==> src/rtl/dct_ctrl_pkg.sv <==
// Shared types and constants for the DCT frame scheduler: FSM encoding,
// block geometry and the watchdog sizing helper.
package dct_ctrl_pkg;

  localparam int BLOCK_SIZE             = 8;
  localparam int DEFAULT_TIMEOUT_CYCLES = 128;

  typedef enum logic [2:0] {
    ST_IDLE    = 3'd0,
    ST_WAIT_IN = 3'd1,
    ST_START   = 3'd2,
    ST_RUN     = 3'd3,
    ST_HOLD    = 3'd4,
    ST_ERROR   = 3'd5
  } state_t;

  // One spare bit so the counter can represent the limit value itself.
  function automatic int wd_width(input int timeout_cycles);
    return $clog2(timeout_cycles) + 1;
  endfunction

endpackage

==> src/rtl/block_coord_counter.sv <==
// Raster block-coordinate counter with a latched frame bound; reports when
// the current position is the final block of the frame.
module block_coord_counter
  import dct_ctrl_pkg::*;
#(
  parameter int CNT_W = 8
) (
  input  logic             clk,
  input  logic             rst_n,
  input  logic             i_load,
  input  logic [CNT_W-1:0] i_w,
  input  logic [CNT_W-1:0] i_h,
  input  logic             i_clear,
  input  logic             i_advance,
  output logic [CNT_W-1:0] o_x,
  output logic [CNT_W-1:0] o_y,
  output logic             o_is_last
);

  logic [CNT_W-1:0] r_w;
  logic [CNT_W-1:0] r_h;
  logic [CNT_W-1:0] r_x;
  logic [CNT_W-1:0] r_y;
  logic             w_x_end;
  logic             w_y_end;

  // Bound-minus-one stays in CNT_W bits, so a full-range bound works.
  assign w_x_end   = (r_x == (r_w - CNT_W'(1)));
  assign w_y_end   = (r_y == (r_h - CNT_W'(1)));
  assign o_is_last = w_x_end && w_y_end;
  assign o_x       = r_x;
  assign o_y       = r_y;

  always_ff @(posedge clk or negedge rst_n) begin
    if (!rst_n) begin
      r_w <= '0;
      r_h <= '0;
      r_x <= '0;
      r_y <= '0;
    end else if (i_load) begin
      r_w <= i_w;
      r_h <= i_h;
      r_x <= '0;
      r_y <= '0;
    end else if (i_clear) begin
      r_x <= '0;
      r_y <= '0;
    end else if (i_advance) begin
      if (w_x_end) begin
        r_x <= '0;
        r_y <= r_y + CNT_W'(1);
      end else begin
        r_x <= r_x + CNT_W'(1);
      end
    end
  end

endmodule

==> src/rtl/dct_block_scheduler.sv <==
// Frame-level controller for the 2-D DCT engine: pulls blocks from upstream,
// sequences load/start/done per block and presents results to the quantizer.
module dct_block_scheduler
  import dct_ctrl_pkg::*;
#(
  parameter int CNT_W          = 8,
  parameter int TIMEOUT_CYCLES = DEFAULT_TIMEOUT_CYCLES
) (
  input  logic             clk,
  input  logic             rst_n,
  input  logic             cfg_valid,
  output logic             cfg_ready,
  input  logic [CNT_W-1:0] cfg_blocks_w,
  input  logic [CNT_W-1:0] cfg_blocks_h,
  input  logic             abort,
  input  logic             in_valid,
  output logic             in_ready,
  output logic             blk_load_en,
  output logic             dct_start,
  input  logic             dct_done,
  output logic             out_valid,
  input  logic             out_ready,
  output logic [CNT_W-1:0] out_blk_x,
  output logic [CNT_W-1:0] out_blk_y,
  output logic             out_last,
  output logic             frame_done,
  output logic             busy,
  output logic             err_timeout,
  output logic             err_cfg
);

  localparam int              WD_W     = wd_width(TIMEOUT_CYCLES);
  localparam logic [WD_W-1:0] WD_LIMIT = WD_W'(TIMEOUT_CYCLES - 1);

  state_t           r_state;
  state_t           w_state_next;
  logic [WD_W-1:0]  r_wd;
  logic [WD_W-1:0]  w_wd_inc;
  logic             r_err_timeout;
  logic             r_err_cfg;
  logic             r_frame_done;
  logic             w_cfg_ok;
  logic             w_cfg_accept;
  logic             w_cfg_bad;
  logic             w_abort;
  logic             w_accept;
  logic             w_timeout;
  logic             w_is_last;
  logic [CNT_W-1:0] w_x;
  logic [CNT_W-1:0] w_y;

  assign w_cfg_ok     = (cfg_blocks_w != '0) && (cfg_blocks_h != '0);
  assign w_cfg_accept = (r_state == ST_IDLE) && cfg_valid && w_cfg_ok;
  assign w_cfg_bad    = (r_state == ST_IDLE) && cfg_valid && !w_cfg_ok;
  assign w_abort      = abort && (r_state != ST_IDLE);
  assign w_accept     = (r_state == ST_HOLD) && out_ready;
  assign w_wd_inc     = r_wd + WD_W'(1);
  assign w_timeout    = (w_wd_inc == WD_LIMIT);

  block_coord_counter #(
    .CNT_W(CNT_W)
  ) u_coord (
    .clk      (clk),
    .rst_n    (rst_n),
    .i_load   (w_cfg_accept),
    .i_w      (cfg_blocks_w),
    .i_h      (cfg_blocks_h),
    .i_clear  (w_abort || (w_accept && w_is_last)),
    .i_advance(w_accept && !w_is_last && !w_abort),
    .o_x      (w_x),
    .o_y      (w_y),
    .o_is_last(w_is_last)
  );

  always_ff @(posedge clk or negedge rst_n) begin
    if (!rst_n) r_state <= ST_IDLE;
    else        r_state <= w_state_next;
  end

  always_comb begin
    w_state_next = r_state;
    case (r_state)
      ST_IDLE:    if (w_cfg_accept) w_state_next = ST_WAIT_IN;
      ST_WAIT_IN: if (in_valid) w_state_next = ST_START;
      ST_START:   w_state_next = ST_RUN;
      ST_RUN: begin
        // A done arriving on the timeout cycle still counts as success.
        if (dct_done)       w_state_next = ST_HOLD;
        else if (w_timeout) w_state_next = ST_ERROR;
      end
      ST_HOLD:    if (out_ready) w_state_next = w_is_last ? ST_IDLE : ST_WAIT_IN;
      ST_ERROR:   w_state_next = ST_ERROR;
      default:    w_state_next = ST_IDLE;
    endcase
    if (w_abort) w_state_next = ST_IDLE;
  end

  always_comb begin
    cfg_ready   = (r_state == ST_IDLE);
    in_ready    = (r_state == ST_WAIT_IN);
    blk_load_en = (r_state == ST_WAIT_IN) && in_valid;
    dct_start   = (r_state == ST_START);
    out_valid   = (r_state == ST_HOLD);
    out_last    = (r_state == ST_HOLD) && w_is_last;
    busy        = (r_state != ST_IDLE);
  end

  assign out_blk_x   = w_x;
  assign out_blk_y   = w_y;
  assign frame_done  = r_frame_done;
  assign err_timeout = r_err_timeout;
  assign err_cfg     = r_err_cfg;

  always_ff @(posedge clk or negedge rst_n) begin
    if (!rst_n) begin
      r_wd          <= '0;
      r_err_timeout <= 1'b0;
      r_err_cfg     <= 1'b0;
      r_frame_done  <= 1'b0;
    end else begin
      r_wd         <= (r_state == ST_RUN) ? w_wd_inc : '0;
      r_err_cfg    <= w_cfg_bad;
      r_frame_done <= w_accept && w_is_last && !w_abort;
      if (w_abort)
        r_err_timeout <= 1'b0;
      else if ((r_state == ST_RUN) && !dct_done && w_timeout)
        r_err_timeout <= 1'b1;
    end
  end

endmodule

==> config.mk <==
export PLATFORM = sky130hd
export DESIGN_NAME = dct_block_scheduler
export DESIGN_NICKNAME = d
export VERILOG_FILES = /design/src/rtl/dct_ctrl_pkg.sv /design/src/rtl/block_coord_counter.sv /design/src/rtl/dct_block_scheduler.sv
export SDC_FILE = /design/constraint.sdc
export NUM_CORES = 1
export LEC_CHECK = 0
export ABC_AREA = 1
export CORE_UTILIZATION = 58
export DETAILED_ROUTE_END_ITERATION = 8
export PLACE_DENSITY = 0.92
export SETUP_SLACK_MARGIN = 0.02
export SLEW_MARGIN = 25
export SYNTH_ARGS = -nofsm -noshare
export SYNTH_HDL_FRONTEND = slang
export SYNTH_SLANG_ARGS = --single-unit
==> constraint.sdc <==
create_clock -name clk -period 3.5 [get_ports clk]
set_input_delay 0.7 -clock clk [delete_from_list [all_inputs] [get_ports clk]]
set_output_delay 0.7 -clock clk [all_outputs]
set_load 0.03 [all_outputs]
### After elaboration in Yosys (flattened, before gate mapping)

Index checks and enable logic that the tools add are counted.

| operators by class | value |
|---|---|
| mux-type cells | 19 |
| add/sub/neg operators | 5 |
| equal/unequal tests | 12 |
| reduce and logical (&&, ||, !) cells | 29 |

Operators by type and width:

| operator | count |
|---|---|
| 2-to-1 mux 8 bit | 9 |
| adder 8 x 1 -> 8 bit (second input constant) | 3 |
| 2-to-1 mux 3 bit | 6 |
| case mux 3 bit (6 select lines) | 1 |
| == test 8 bit | 2 |
| nonzero test 8 bit | 2 |
| subtractor 8 x 1 -> 8 bit (second input constant) | 2 |
| logical AND 1 bit | 15 |
| nonzero test 3 bit | 3 |
| == test 8 x 7 -> 1 bit (second input constant) | 1 |
| == test 3 x 2 -> 1 bit (second input constant) | 2 |
| == test 3 bit (second input constant) | 2 |
| != test 3 x 1 -> 1 bit (second input constant) | 2 |
| logical NOT 1 bit | 4 |
| != test 4 bit (second input constant) | 1 |
| AND reduction 4 bit | 1 |
| == test 3 x 1 -> 1 bit (second input constant) | 1 |
| logical NOT 3 bit | 1 |
| 2-to-1 mux 1 bit | 3 |
| != test 3 x 2 -> 1 bit (second input constant) | 1 |
| AND reduction 2 bit | 1 |
| nonzero test 2 bit | 1 |
| logical OR 1 bit | 1 |

| storage, ports and cells | value |
|---|---|
| flip-flop bits (word level) | 46 |
| output and inout bits | 26 |
| input bits | 23 |

### Depth between registers and ports, before layout

| logic depth | value |
|---|---|
| word-level depth | 9 |
| depth in mapped cells | 17 |
| depth with buffers taken out | 17 |

### By module

A second synthesis with hierarchy kept.

| unflattened totals | value |
|---|---|
| cell total of the unflattened synthesis | 395 |
| area total of the unflattened synthesis | 2,954.1 sq um |

By module, submodules not included:

| module | area an instance (sq um) | instances | cells an instance | seq. area each (sq um) |
|---|---|---|---|---|
| block_coord_counter | 2,026.9 | 1 | 265 | 800.8 |
| dct_block_scheduler | 927.1 | 1 | 130 | 350.3 |

### Worst setup path before layout

No wires, ideal clock.

| timing | value |
|---|---|
| path type | reg2out |
| start | register r_state[0] |
| end | output blk_load_en |
| arrival time | 1,842 ps |
| cell stages (with the launch flop) | 5 |
| path slack | 958 ps |
| cell sequence | dfrtp_1 -> inv_1 -> nor3_1 -> inv_1 -> nor2_1 |

| between the ends | value |
|---|---|
| cells in the longest elaborated chain, start to end | 2 |

RTL lines:

| item | line | source |
|---|---|---|
| start, declared | dct_block_scheduler.sv:35 | `state_t r_state;` |
| start signal, assigned | dct_block_scheduler.sv:77 | `else r_state <= w_state_next;` |
| == test 3 x 1 -> 1 bit | -- |  |
| named net in_ready | dct_block_scheduler.sv:17 | `output logic in_ready,` |
| logical AND 1 bit | dct_block_scheduler.sv:101 | `blk_load_en = (r_state == ST_WAIT_IN) && in_valid;` |
| end, declared | dct_block_scheduler.sv:18 | `output logic blk_load_en,` |

The timed path passes the listed nets, and every way through them passes these cells.

### Worst setup path after layout

| timing | value |
|---|---|
| start | register u_coord.r_w[0] |
| end | output out_last |

| between the ends | value |
|---|---|
| cells in the longest elaborated chain, start to end | 4 |

RTL lines:

| item | line | source |
|---|---|---|
| start, declared | block_coord_counter.sv:20 | `logic [CNT_W-1:0] r_w;` |
| start signal, assigned | block_coord_counter.sv:41 | `r_w <= i_w;` |
| subtractor 8 x 1 -> 8 bit | block_coord_counter.sv:28 | `assign w_x_end = (r_x == (r_w - CNT_W'(1)));` |
| == test 8 bit | block_coord_counter.sv:28 |  |
| logical AND 1 bit | block_coord_counter.sv:30 | `assign o_is_last = w_x_end && w_y_end;` |
| logical AND 1 bit | dct_block_scheduler.sv:104 | `out_last = (r_state == ST_HOLD) && w_is_last;` |
| end, declared | dct_block_scheduler.sv:25 | `output logic out_last,` |

No other way between the ends.

==> flow_metrics.py <==
metrics = {
    "critical_path": {
        "reg2reg_slack_ns": 1.25,
        "crit_start": "u_coord.r_w[0]",
        "startpoint_type": "flop",
        "endpoint_kind": "output pin",
        "crit_required_ns": 2.80,
        "r2r_cells": 14,
        "path_max_fanout": 7,
        "rr_endpoint": "u_coord.o_y[4]",
        "rr_startpoint": "u_coord.r_w[0]",
        "cp.arrival_ns": 2.36,
        "crit_type": "flop to output pin",
    },
    "status": {
        "outcome": "finished clean",
    },
    "route": {
        "detail_route.wl_per_cell_um": 12.4,
        "drt_iter0_drc": 199,
        "wirelength_um": 6960,
        "via_count": 2944,
        "route.detailed.drc": 0,
        "antenna_left": 0,
        "viasPerCell": 5.27,
        "first_pass_iters": 4,
    },
    "clocking": {
        "cts-root-buf": "clkbuf_8",
        "cts_tree": "done",
        "clkTransAtPathRegs_ns": 0.08,
        "clockBufferDepth": 2,
        "clk_latency_ns": 0.31,
        "clock_sinks": 46,
        "cts-htree-levels": 2,
        "cts-buffers-inserted": 5,
        "post_cts_buffers": 0,
    },
    "timing": {
        "final-setup-viol-count": 0,
        "slew_violations": 0,
        "finalHoldViolCount": 0,
        "setup_tns_ns": 0,
        "maxSlewHeadroom_pct": 61.0,
        "fin_crit_ns": 3.06,
        "period_share_pct": 87.5,
        "whs_ns": 0.381,
        "skew_ns": 0.00914,
        "rsz0062_at_grt": "false",
        "fmax_mhz": 326,
        "worst_slew_pin_slew_ns": 0.585,
    },
    "placed_design": {
        "place_inst": 551,
        "place_congestion": 0.906,
        "port_buffers": 48,
        "hpwl_um": 5060,
    },
    "global_route": {
        "grt_usage_pct": 27.6,
        "overflow": 0,
        "grt_max_degree": 47,
        "grt_pass1_wl_um": 11600,
        "grt_pass1_vias": 2670,
        "antenna_found_initial": 0,
    },
    "finish": {
        "drive_gt1_share_pct": 7.72,
        "final_core_util_pct": 75.1,
        "fillers": 370,
        "fin_cells": 559,
        "fin_nets": 520,
        "area_growth_pct": 20.9,
        "antenna-diode-count": 0,
    },
    "worst_hold_path": {
        "min_path_type": "primary input to asynchronous set/reset pin",
    },
    "logic_synthesis": {
        "synth.avg_cell_area_um2": 6.84,
        "synthArstFlopShare_pct": 100,
        "synth_seq_area_share_pct": 38.0,
        "synth_top_area_share_pct": 38.0,
        "postSynthCellCount": 443,
        "synthesis.area_mm2": 0.00303,
        "synth_edf_count": 0,
        "synth.top_cells.by_count": "144 x nand2_1, 54 x inv_1, 54 x nor2_1, 46 x dfrtp_1, 28 x nand3_1",
        "synth_seq_cells": 46,
        "syn-num-nets": 472,
        "synthTopCellsByArea": "dfrtp_1 38%, nand2_1 18%, inv_1 6.7%, nor2_1 6.7%, nand3_1 4.6%",
        "ys_warn_count": 0,
        "yosysMostFrequentCell": "nand2_1",
        "synth_area_leader_cell": "dfrtp_1",
        "yosys.cell_types.count": 30,
        "synthFlopType": "dfrtp_1",
    },
    "die": {
        "start_util_pct": 62.1,
        "io_pins": 49,
        "die_area_mm2": 0.00552,
        "core_mm2": 0.00488,
        "die-height_um": 74.3,
        "placementRows": 25,
        "die_x_um": 74.3,
    },
    "pwr": {
        "vdd_ir_drop_max_uv": 410,
        "totalPowerFinal_w": 0.00251,
        "p_per_area_mw_per_mm2": 685,
        "p_leak_nw": 1.87,
    },
    "job": {
        "maxCapViolCount": 0,
    },
}
## state kept, by name, indices dropped and copies added, names as in the netlist
signal / cells
r_state: 3
err_cfg: 1
u_coord.o_y: 8
u_coord.o_x: 8
err_timeout: 1
r_wd: 8
frame_done: 1
u_coord.r_h: 8
u_coord.r_w: 8
## critical path: stages, from the launching register on
cell and delay (ns):
dfrtp_1 0.40, inv_2 0.12, ha_1 0.22, nand3_2 0.14, inv_2 0.08, nand2_1 0.07
nand2_1 0.09, nand2_1 0.07, nand2_1 0.07, nand3b_1 0.09, nor2_1 0.16, nand2_1 0.11
nor2_1 0.13, dlymetal6s2s_1 0.31
## power by group
| part | leakage, nW | switching, W | internal [W] |
|---|---|---|---|
| sequential | 0.611 | 0.000146 | 0.000653 |
| clock | 0.0579 | 0.000188 | 0.000210 |
| combinational | 1.20 | 0.000846 | 0.000469 |
## cell usage in the layout (no fill, tap or decap), types with 9 or more instances in the layout
| cell | Yosys | routed |
|---|---|---|
| xor2_1 | 16 | 16 |
| nor2_1 | 54 | 54 |
| nand2_1 | 144 | 144 |
| inv_1 | 54 | 54 |
| nand4_1 | 9 | 9 |
| clkdlybuf4s50_1 | 0 | 46 |
| inv_2 | 14 | 14 |
| o21ai_0 | 13 | 13 |
| dfrtp_1 | 46 | 46 |
| nand3_1 | 28 | 28 |
## layer usage
layer	up-vias	part of all wire, %	track usage, %	wire, um
met5	-	0	0	0
met4	0	2.7	10.9	191
met3	18	3.7	5.56	254
met2	72	50	47.3	3490
met1	1377	43	34.3	3020
li1	1477	-	-	-
## kinds of logic (layout without fill, tap and decap cells)
group                    after synthesis  in the layout  share of synthesized area [%]
AO/OA/AOI/OAI                         30             30                           5.74
buffers and inverters                 75            124                           9.70
XOR/XNOR                              22             22                           6.36
AND/OR/NAND/NOR                      264            264                           37.8
flip-flops                            46             46                           38.0
adder cells (fa/ha/maj)                6              6                           2.48
## through the flow
step | setup slack, ns | area (um2)
floorplan | 0.958 | 3030
global route | 0.244 | 3670
detailed placement | 0.412 | 3550
CTS | 0.0693 | 3660
finish | 0.436 | 3670
global placement | 0.523 | 3550
## how the worst max path moves through the flow
stage | to | depth (start not counted) | slack [ns]
floorplan | blk_load_en | 4 | 0.96
global placement | out_last | 12 | 0.52
detailed placement | out_last | 13 | 0.41
CTS | out_last | 13 | 0.07
global route | out_last | 11 | 0.24
finish | out_last | 13 | 0.44
## cell type report
type                            instances  area [um2]  share of cell area (%)
Timing Repair Buffer                   48         480                    13.1
Multi-Input combinational cell        322        1590                    43.3
Inverter                               68         255                    6.96
Tap cell                               67        83.8                    2.29
Clock buffer                            5        68.8                    1.88
Sequential cell                        46        1150                    31.4
Clock inverter                          3        40.0                    1.09
## what timing repair did
action	4_1_cts	5_1_grt
endpoints found under the setup margin	0	1
hold buffers	0	0
hold endpoints to repair	0	0
resized for setup	0	1
(Power assumes the default switching activity.)
